[config.mk]
export PLATFORM = sky130hd
export DESIGN_NAME = rr_mux_arbiter_flat
export DESIGN_NICKNAME = d
export VERILOG_FILES = /design/src/rtl/rr_mux_arbiter_if.sv /design/src/rtl/rr_mux_arbiter.sv /design/src/flat_wrapper.sv
export SDC_FILE = /design/constraint.sdc
export NUM_CORES = 1
export LEC_CHECK = 0
export CELL_PAD_IN_SITES_DETAIL_PLACEMENT = 0
export CELL_PAD_IN_SITES_GLOBAL_PLACEMENT = 1
export CORE_ASPECT_RATIO = 0.9
export CORE_MARGIN = 3
export CORE_UTILIZATION = 29
export CTS_CLUSTER_SIZE = 16
export DETAILED_ROUTE_END_ITERATION = 8
export GPL_TIMING_DRIVEN = 0
export PLACE_DENSITY = 0.84
export SLEW_MARGIN = 20
export SYNTH_ARGS = -nofsm -noshare
export SYNTH_HDL_FRONTEND = slang
export SYNTH_SLANG_ARGS = --single-unit
[constraint.sdc]
create_clock -name clk -period 2.9 [get_ports clk]
set_input_delay 0.58 -clock clk [delete_from_list [all_inputs] [get_ports clk]]
set_output_delay 0.58 -clock clk [all_outputs]
set_load 0.02 [all_outputs]
[src/rtl/rr_mux_arbiter_if.sv]
// Bus bundle for rr_mux_arbiter: four requester data words, request/lock inputs,
// and the registered grant/select/data/valid outputs with the consumer's ready.
interface rr_mux_arbiter_if #(
  parameter int unsigned WIDTH = 4
);
  logic [WIDTH-1:0] a;
  logic [WIDTH-1:0] b;
  logic [WIDTH-1:0] c;
  logic [WIDTH-1:0] d;
  logic [3:0]       req;
  logic             y_ready;
  logic             lock;
  logic [3:0]       grant;
  logic [1:0]       sel;
  logic [WIDTH-1:0] y;
  logic             y_valid;

  // Producers and consumer side.
  modport master (
    output a, b, c, d, req, y_ready, lock,
    input  grant, sel, y, y_valid
  );

  // Arbiter side.
  modport slave (
    input  a, b, c, d, req, y_ready, lock,
    output grant, sel, y, y_valid
  );
endinterface

[src/rtl/rr_mux_arbiter.sv]
// Round-robin arbiter sharing a 4:1 mux among four requesters, with a registered
// valid/ready output. Define ARB_LOCK_EN to let lock re-grant the current owner.
module rr_mux_arbiter #(
  parameter int unsigned WIDTH = 4
) (
  input logic             clk,
  input logic             rst_n,
  rr_mux_arbiter_if.slave bus
);

  localparam logic [0:0] IDLE = 1'b0;
  localparam logic [0:0] BUSY = 1'b1;

  logic [0:0]       state_q;
  logic [1:0]       ptr_q;
  logic [1:0]       sel_q;
  logic [3:0]       grant_q;
  logic [WIDTH-1:0] y_q;

  logic [3:0]       elig;
  logic [1:0]       rr_win;
  logic             rr_found;
  logic             lock_hit;
  logic [1:0]       pick;
  logic             capture;
  logic [WIDTH-1:0] pick_data;

  // A requester whose grant pulse is still high is skipped this edge.
  assign elig = bus.req & ~grant_q;

  always_comb begin
    logic [1:0] idx;
    rr_win   = ptr_q;
    rr_found = 1'b0;
    idx      = ptr_q;
    for (int i = 0; i < 4; i++) begin
      idx = ptr_q + 2'(i);
      if (!rr_found && elig[idx]) begin
        rr_win   = idx;
        rr_found = 1'b1;
      end
    end
  end

`ifdef ARB_LOCK_EN
  assign lock_hit = bus.lock & bus.req[sel_q];
`else
  assign lock_hit = bus.lock & 1'b0;
`endif

  assign pick    = lock_hit ? sel_q : rr_win;
  assign capture = (lock_hit | rr_found) & ((state_q == IDLE) | bus.y_ready);

  always_comb begin
    pick_data = bus.a;
    unique case (pick)
      2'd0: pick_data = bus.a;
      2'd1: pick_data = bus.b;
      2'd2: pick_data = bus.c;
      2'd3: pick_data = bus.d;
      default: pick_data = bus.a;
    endcase
  end

  always_ff @(posedge clk or negedge rst_n) begin
    if (!rst_n) begin
      state_q <= IDLE;
      ptr_q   <= 2'd0;
      sel_q   <= 2'd0;
      grant_q <= 4'b0000;
      y_q     <= '0;
    end else if (capture) begin
      state_q <= BUSY;
      sel_q   <= pick;
      grant_q <= 4'b0001 << pick;
      y_q     <= pick_data;
      if (!lock_hit) begin
        ptr_q <= pick + 2'd1;
      end
    end else begin
      grant_q <= 4'b0000;
      if (state_q == BUSY && bus.y_ready) begin
        state_q <= IDLE;
      end
    end
  end

  assign bus.grant   = grant_q;
  assign bus.sel     = sel_q;
  assign bus.y       = y_q;
  assign bus.y_valid = (state_q == BUSY);

endmodule

[src/flat_wrapper.sv]
// flat-port wrapper written by rule: the top's interface ports become plain ports
module rr_mux_arbiter_flat 
#(
  parameter int unsigned WIDTH = 4
)
  (clk, rst_n, bus_a, bus_b, bus_c, bus_d, bus_req, bus_y_ready, bus_lock, bus_grant, bus_sel, bus_y, bus_y_valid);
  rr_mux_arbiter_if #(.WIDTH(WIDTH)) bus_i ();
  input logic clk;
  input logic rst_n;
  input wire logic [$bits(bus_i.a)-1:0] bus_a;
  input wire logic [$bits(bus_i.b)-1:0] bus_b;
  input wire logic [$bits(bus_i.c)-1:0] bus_c;
  input wire logic [$bits(bus_i.d)-1:0] bus_d;
  input wire logic [$bits(bus_i.req)-1:0] bus_req;
  input wire logic [$bits(bus_i.y_ready)-1:0] bus_y_ready;
  input wire logic [$bits(bus_i.lock)-1:0] bus_lock;
  output wire logic [$bits(bus_i.grant)-1:0] bus_grant;
  output wire logic [$bits(bus_i.sel)-1:0] bus_sel;
  output wire logic [$bits(bus_i.y)-1:0] bus_y;
  output wire logic [$bits(bus_i.y_valid)-1:0] bus_y_valid;
  assign bus_i.a = bus_a;
  assign bus_i.b = bus_b;
  assign bus_i.c = bus_c;
  assign bus_i.d = bus_d;
  assign bus_i.req = bus_req;
  assign bus_i.y_ready = bus_y_ready;
  assign bus_i.lock = bus_lock;
  assign bus_grant = bus_i.grant;
  assign bus_sel = bus_i.sel;
  assign bus_y = bus_i.y;
  assign bus_y_valid = bus_i.y_valid;
  rr_mux_arbiter #(.WIDTH(WIDTH)) u_core (.clk(clk), .rst_n(rst_n), .bus(bus_i));
endmodule
==> qor.csv <==
metric,value,unit
critical path class,primary input to flop,
"Cell Area, Synth",788,µm²
CP Data Required Time,3.04,ns
R2R Setup Slk,0.59,ns
slew margin rel.,61.6,%
DRT Wirelength,1870,µm
Pwr Density,897,nW/µm²
ant diodes,0,
Clock Latency Late Sink,0.27,ns
Logic pwr share,60.3,%
CTS Buf Count,3,
Post CTS Setup Buffer Count,0,
Yosys reg bits,13,
clk buf depth,2,
fmax,0.382,GHz
P_leak,0.508,nW
status,"finished, final reports clean",
Post-Synthesis Cells,82,
Placed Instance Area,1150,µm²
clk root buf,clkbuf_4,
Setup-failing EPs final,0,
Max Slew Vio Count,0,
share of cells above drive strength 1,10.1,%
highest net fanout along the worst path,7,
htree depth,1,
RSZ-0062 raised after global routing,false,
# rows,17,
drt via density,5.16,
final hold vios,0,
fin area,1180,µm²
worst hold path class,flop to flop,
Setup WS pre-CTS,-0.192,ns
reg-to-reg critical path endpoint,u_core.bus.y[2]$_DFFE_PN0P_,
P_sw,0.000449,W
Non-Filler Instances,147,
clock skew,0.00337,ns
Detailed Place HPWL,1560,µm
count of different cell masters after synthesis,29,
fillers,243,
Setup WS post-layout,0.282,ns
first-pass GRT wire length,2880,µm
share of power burned in registers,29.3,%
initial antenna violation count,0,
number of global-route vias before repair,693,
Synth Warn #,0,
Max VDD drop,0.430,mV
Die H,55.5,µm
placed cells,143,
max cap viols,0,
P_int,0.000609,W
input/output buffers,33,
Tot Pwr,0.00106,W
sw frac,42.5,%
Worst-path clk slew,0.08,ns
fin crit period,2.62,ns
Routed Antenna Nets,0,
CP arrival,2.76,ns
crit path cell chain,"clkdlybuf4s50_1, and2b_1, a22oi_1, o22ai_1, or2_2, ha_1, a222oi_1, nor2_1, a21oi_1, o21ai_0",
Clock Sinks,13,
Avg WL per Cell,12.7,µm
Slew @ Worst Pin,0.574,ns
clock network fraction of total power,10.4,%
GRT Util Overall,11.5,%
Hold Path Cell Cnt,2,
area grow syn2layout,49.7,%
Ports,35,
slowest CP cell,clkdlybuf4s50_1,
Worst R2R Start,u_core.bus.grant[3]$_DFF_PN0_,
post-layout net count,149,
TritonCTS clock tree,built,
Pre-antenna DRT Iters,4,
Initial Utilization,31.4,%
Final Wtd Congestion,0.714,
final worst-path cycle share,90.3,%
Worst Hold Path EP,u_core.bus.y[0]$_DFFE_PN0P_,
via count,758,
Die Area,3380,µm²
initial drt markers,22,
Critical Path Sink Type,flop,
DRC violations left,0,
GRT Residual Overflow,0,
R2R cell count,9,
min-delay src,u_core.bus.y[0]$_DFFE_PN0P_,
CORE AREA,2510,µm²
Critical Path Max Stage Delay,0.40,ns
Die W,61.0,µm
synthesized net count,111,
Mapped Avg Cell Area,9.61,µm²
Startpoint Class,primary input,
pin count of the biggest net entering global routing,14,
post-synthesis sequential area ratio,41.3,%
-- cells in the mapped netlist --
library cell / instances / share of area, %
dfrtp_1: 13 / 41
nand2_1: 9 / 4.3
o21ai_0: 7 / 4.4
a21oi_1: 6 / 3.8
nor2_1: 6 / 2.9
ha_1: 5 / 7.9
a222oi_1: 4 / 5.1
and3_1: 4 / 3.2
nand2b_1: 4 / 3.2
buf_2: 2 / 1.3
inv_1: 2 / 0.95
nor2b_1: 2 / 1.6
o22ai_1: 2 / 1.6
a21oi_2: 1 / 1.1
a22oi_1: 1 / 0.95
a2bb2oi_1: 1 / 1.1
a41oi_2: 1 / 2.1
and2_1: 1 / 0.79
and2b_1: 1 / 0.95
buf_1: 1 / 0.48
buf_6: 1 / 1.4
nand3_1: 1 / 0.63
nor2b_4: 1 / 1.7
nor3b_1: 1 / 0.95
o211ai_1: 1 / 0.95
o311ai_0: 1 / 1.1
o41ai_2: 1 / 2.1
or2_2: 1 / 0.79
or4_4: 1 / 1.4
-- metal layers --
metal / GRT usage (%) / vias up / wire (µm)
li1: - / 373 / -
met1: 14.8 / 356 / 847
met2: 17.1 / 24 / 857
met3: 2.57 / 5 / 118
met4: 6.50 / 0 / 44
met5: 0 / - / 0
-- power by group through the flow --
| stage | Combinational, W | Clock (W) | Sequential [W] |
|---|---|---|---|
| final | 0.000638 | 0.000110 | 0.000310 |
| after global routing | 0.000695 | 0.000123 | 0.000320 |
| after CTS | 0.000647 | 0.000113 | 0.000309 |
| after detailed placement | 0.000645 | 0 | 0.000312 |
| after global placement | 0.000639 | 0 | 0.000311 |
| after floorplan | 0.000338 | 0 | 0.000377 |
-- cells in the final DEF, fill, tap and decap left out, drive strengths merged --
master / count
a22oi: 1
a21oi: 7
a222oi: 4
nor2b: 3
o311ai: 1
o21ai: 7
dfrtp: 13
clkbuf: 4
nor3b: 1
nand3: 1
o41ai: 1
o22ai: 2
clkdlybuf4s50: 33
a2bb2oi: 1
and2: 1
nor2: 6
nand2: 9
ha: 5
or4: 1
buf: 4
nand2b: 4
or2: 1
and3: 4
inv: 2
o211ai: 1
and2b: 1
a41oi: 1
-- final cells by class --
cell class	count	area (µm²)	area share [%]
buffer	4	25.0	2.12
clock buffer	4	26.3	2.23
inverter	2	7.51	0.636
multi-input combinational	63	430	36.5
sequential	13	325	27.6
tap	28	35.0	2.97
timing repair buffer	33	330	28.0
-- critical path: cells and delay by family --
family / cells / cell delay [ns]
AO/OA/AOI/OAI: 5 / 0.89
AND/OR/NAND/NOR: 3 / 0.65
buffers and inverters: 1 / 0.40
adder cells (fa/ha/maj): 1 / 0.25
-- worst max path at each step --
| stage | to | startpoint | slack (ns) | cells after the start |
|---|---|---|---|---|
| 3_5_place_dp | u_core.bus.y[2]$_DFFE_PN0P_ | bus_req[2] | -0.19 | 9 |
| 4_1_cts | u_core.bus.y[2]$_DFFE_PN0P_ | bus_req[2] | 0.07 | 9 |
| 2_1_floorplan | u_core.bus.y[0]$_DFFE_PN0P_ | bus_req[2] | 0.63 | 8 |
| 5_1_grt | u_core.bus.y[2]$_DFFE_PN0P_ | bus_req[0] | 0.10 | 10 |
| 3_3_place_gp | u_core.bus.y[2]$_DFFE_PN0P_ | bus_req[2] | -0.18 | 9 |
| 6_report | u_core.bus.y[2]$_DFFE_PN0P_ | bus_req[0] | 0.28 | 10 |
-- stage by stage --
stage	TNS, ns	util [%]	hold WS, ns
floorplan	0	-	0.284
global placement	-0.594	46.0	0.475
detailed placement	-0.604	46.0	0.483
CTS	0	47.0	0.502
global route	0	47.0	0.523
finish	0	47.0	0.494
-- repair_timing --
action / 4_1_cts / 5_1_grt
gates resized for setup: 0 / 1
hold buffers: 0 / 0
endpoints found under the setup margin: 0 / 2
-- kinds of logic after synthesis --
kind of cell / synth area share, %
compound gates: 24.3
fa+ha+maj: 7.94
buf+inv: 4.13
flops: 41.3
simple gates: 22.4
-- sequential cells by signal (all words and copies together) (netlist names) --
name,flops
u_core.bus.sel,2
u_core.bus.grant,4
u_core.ptr_q,2
u_core.bus.y_valid,1
u_core.bus.y,4
Note: power is estimated with default switching activity, not from simulation.
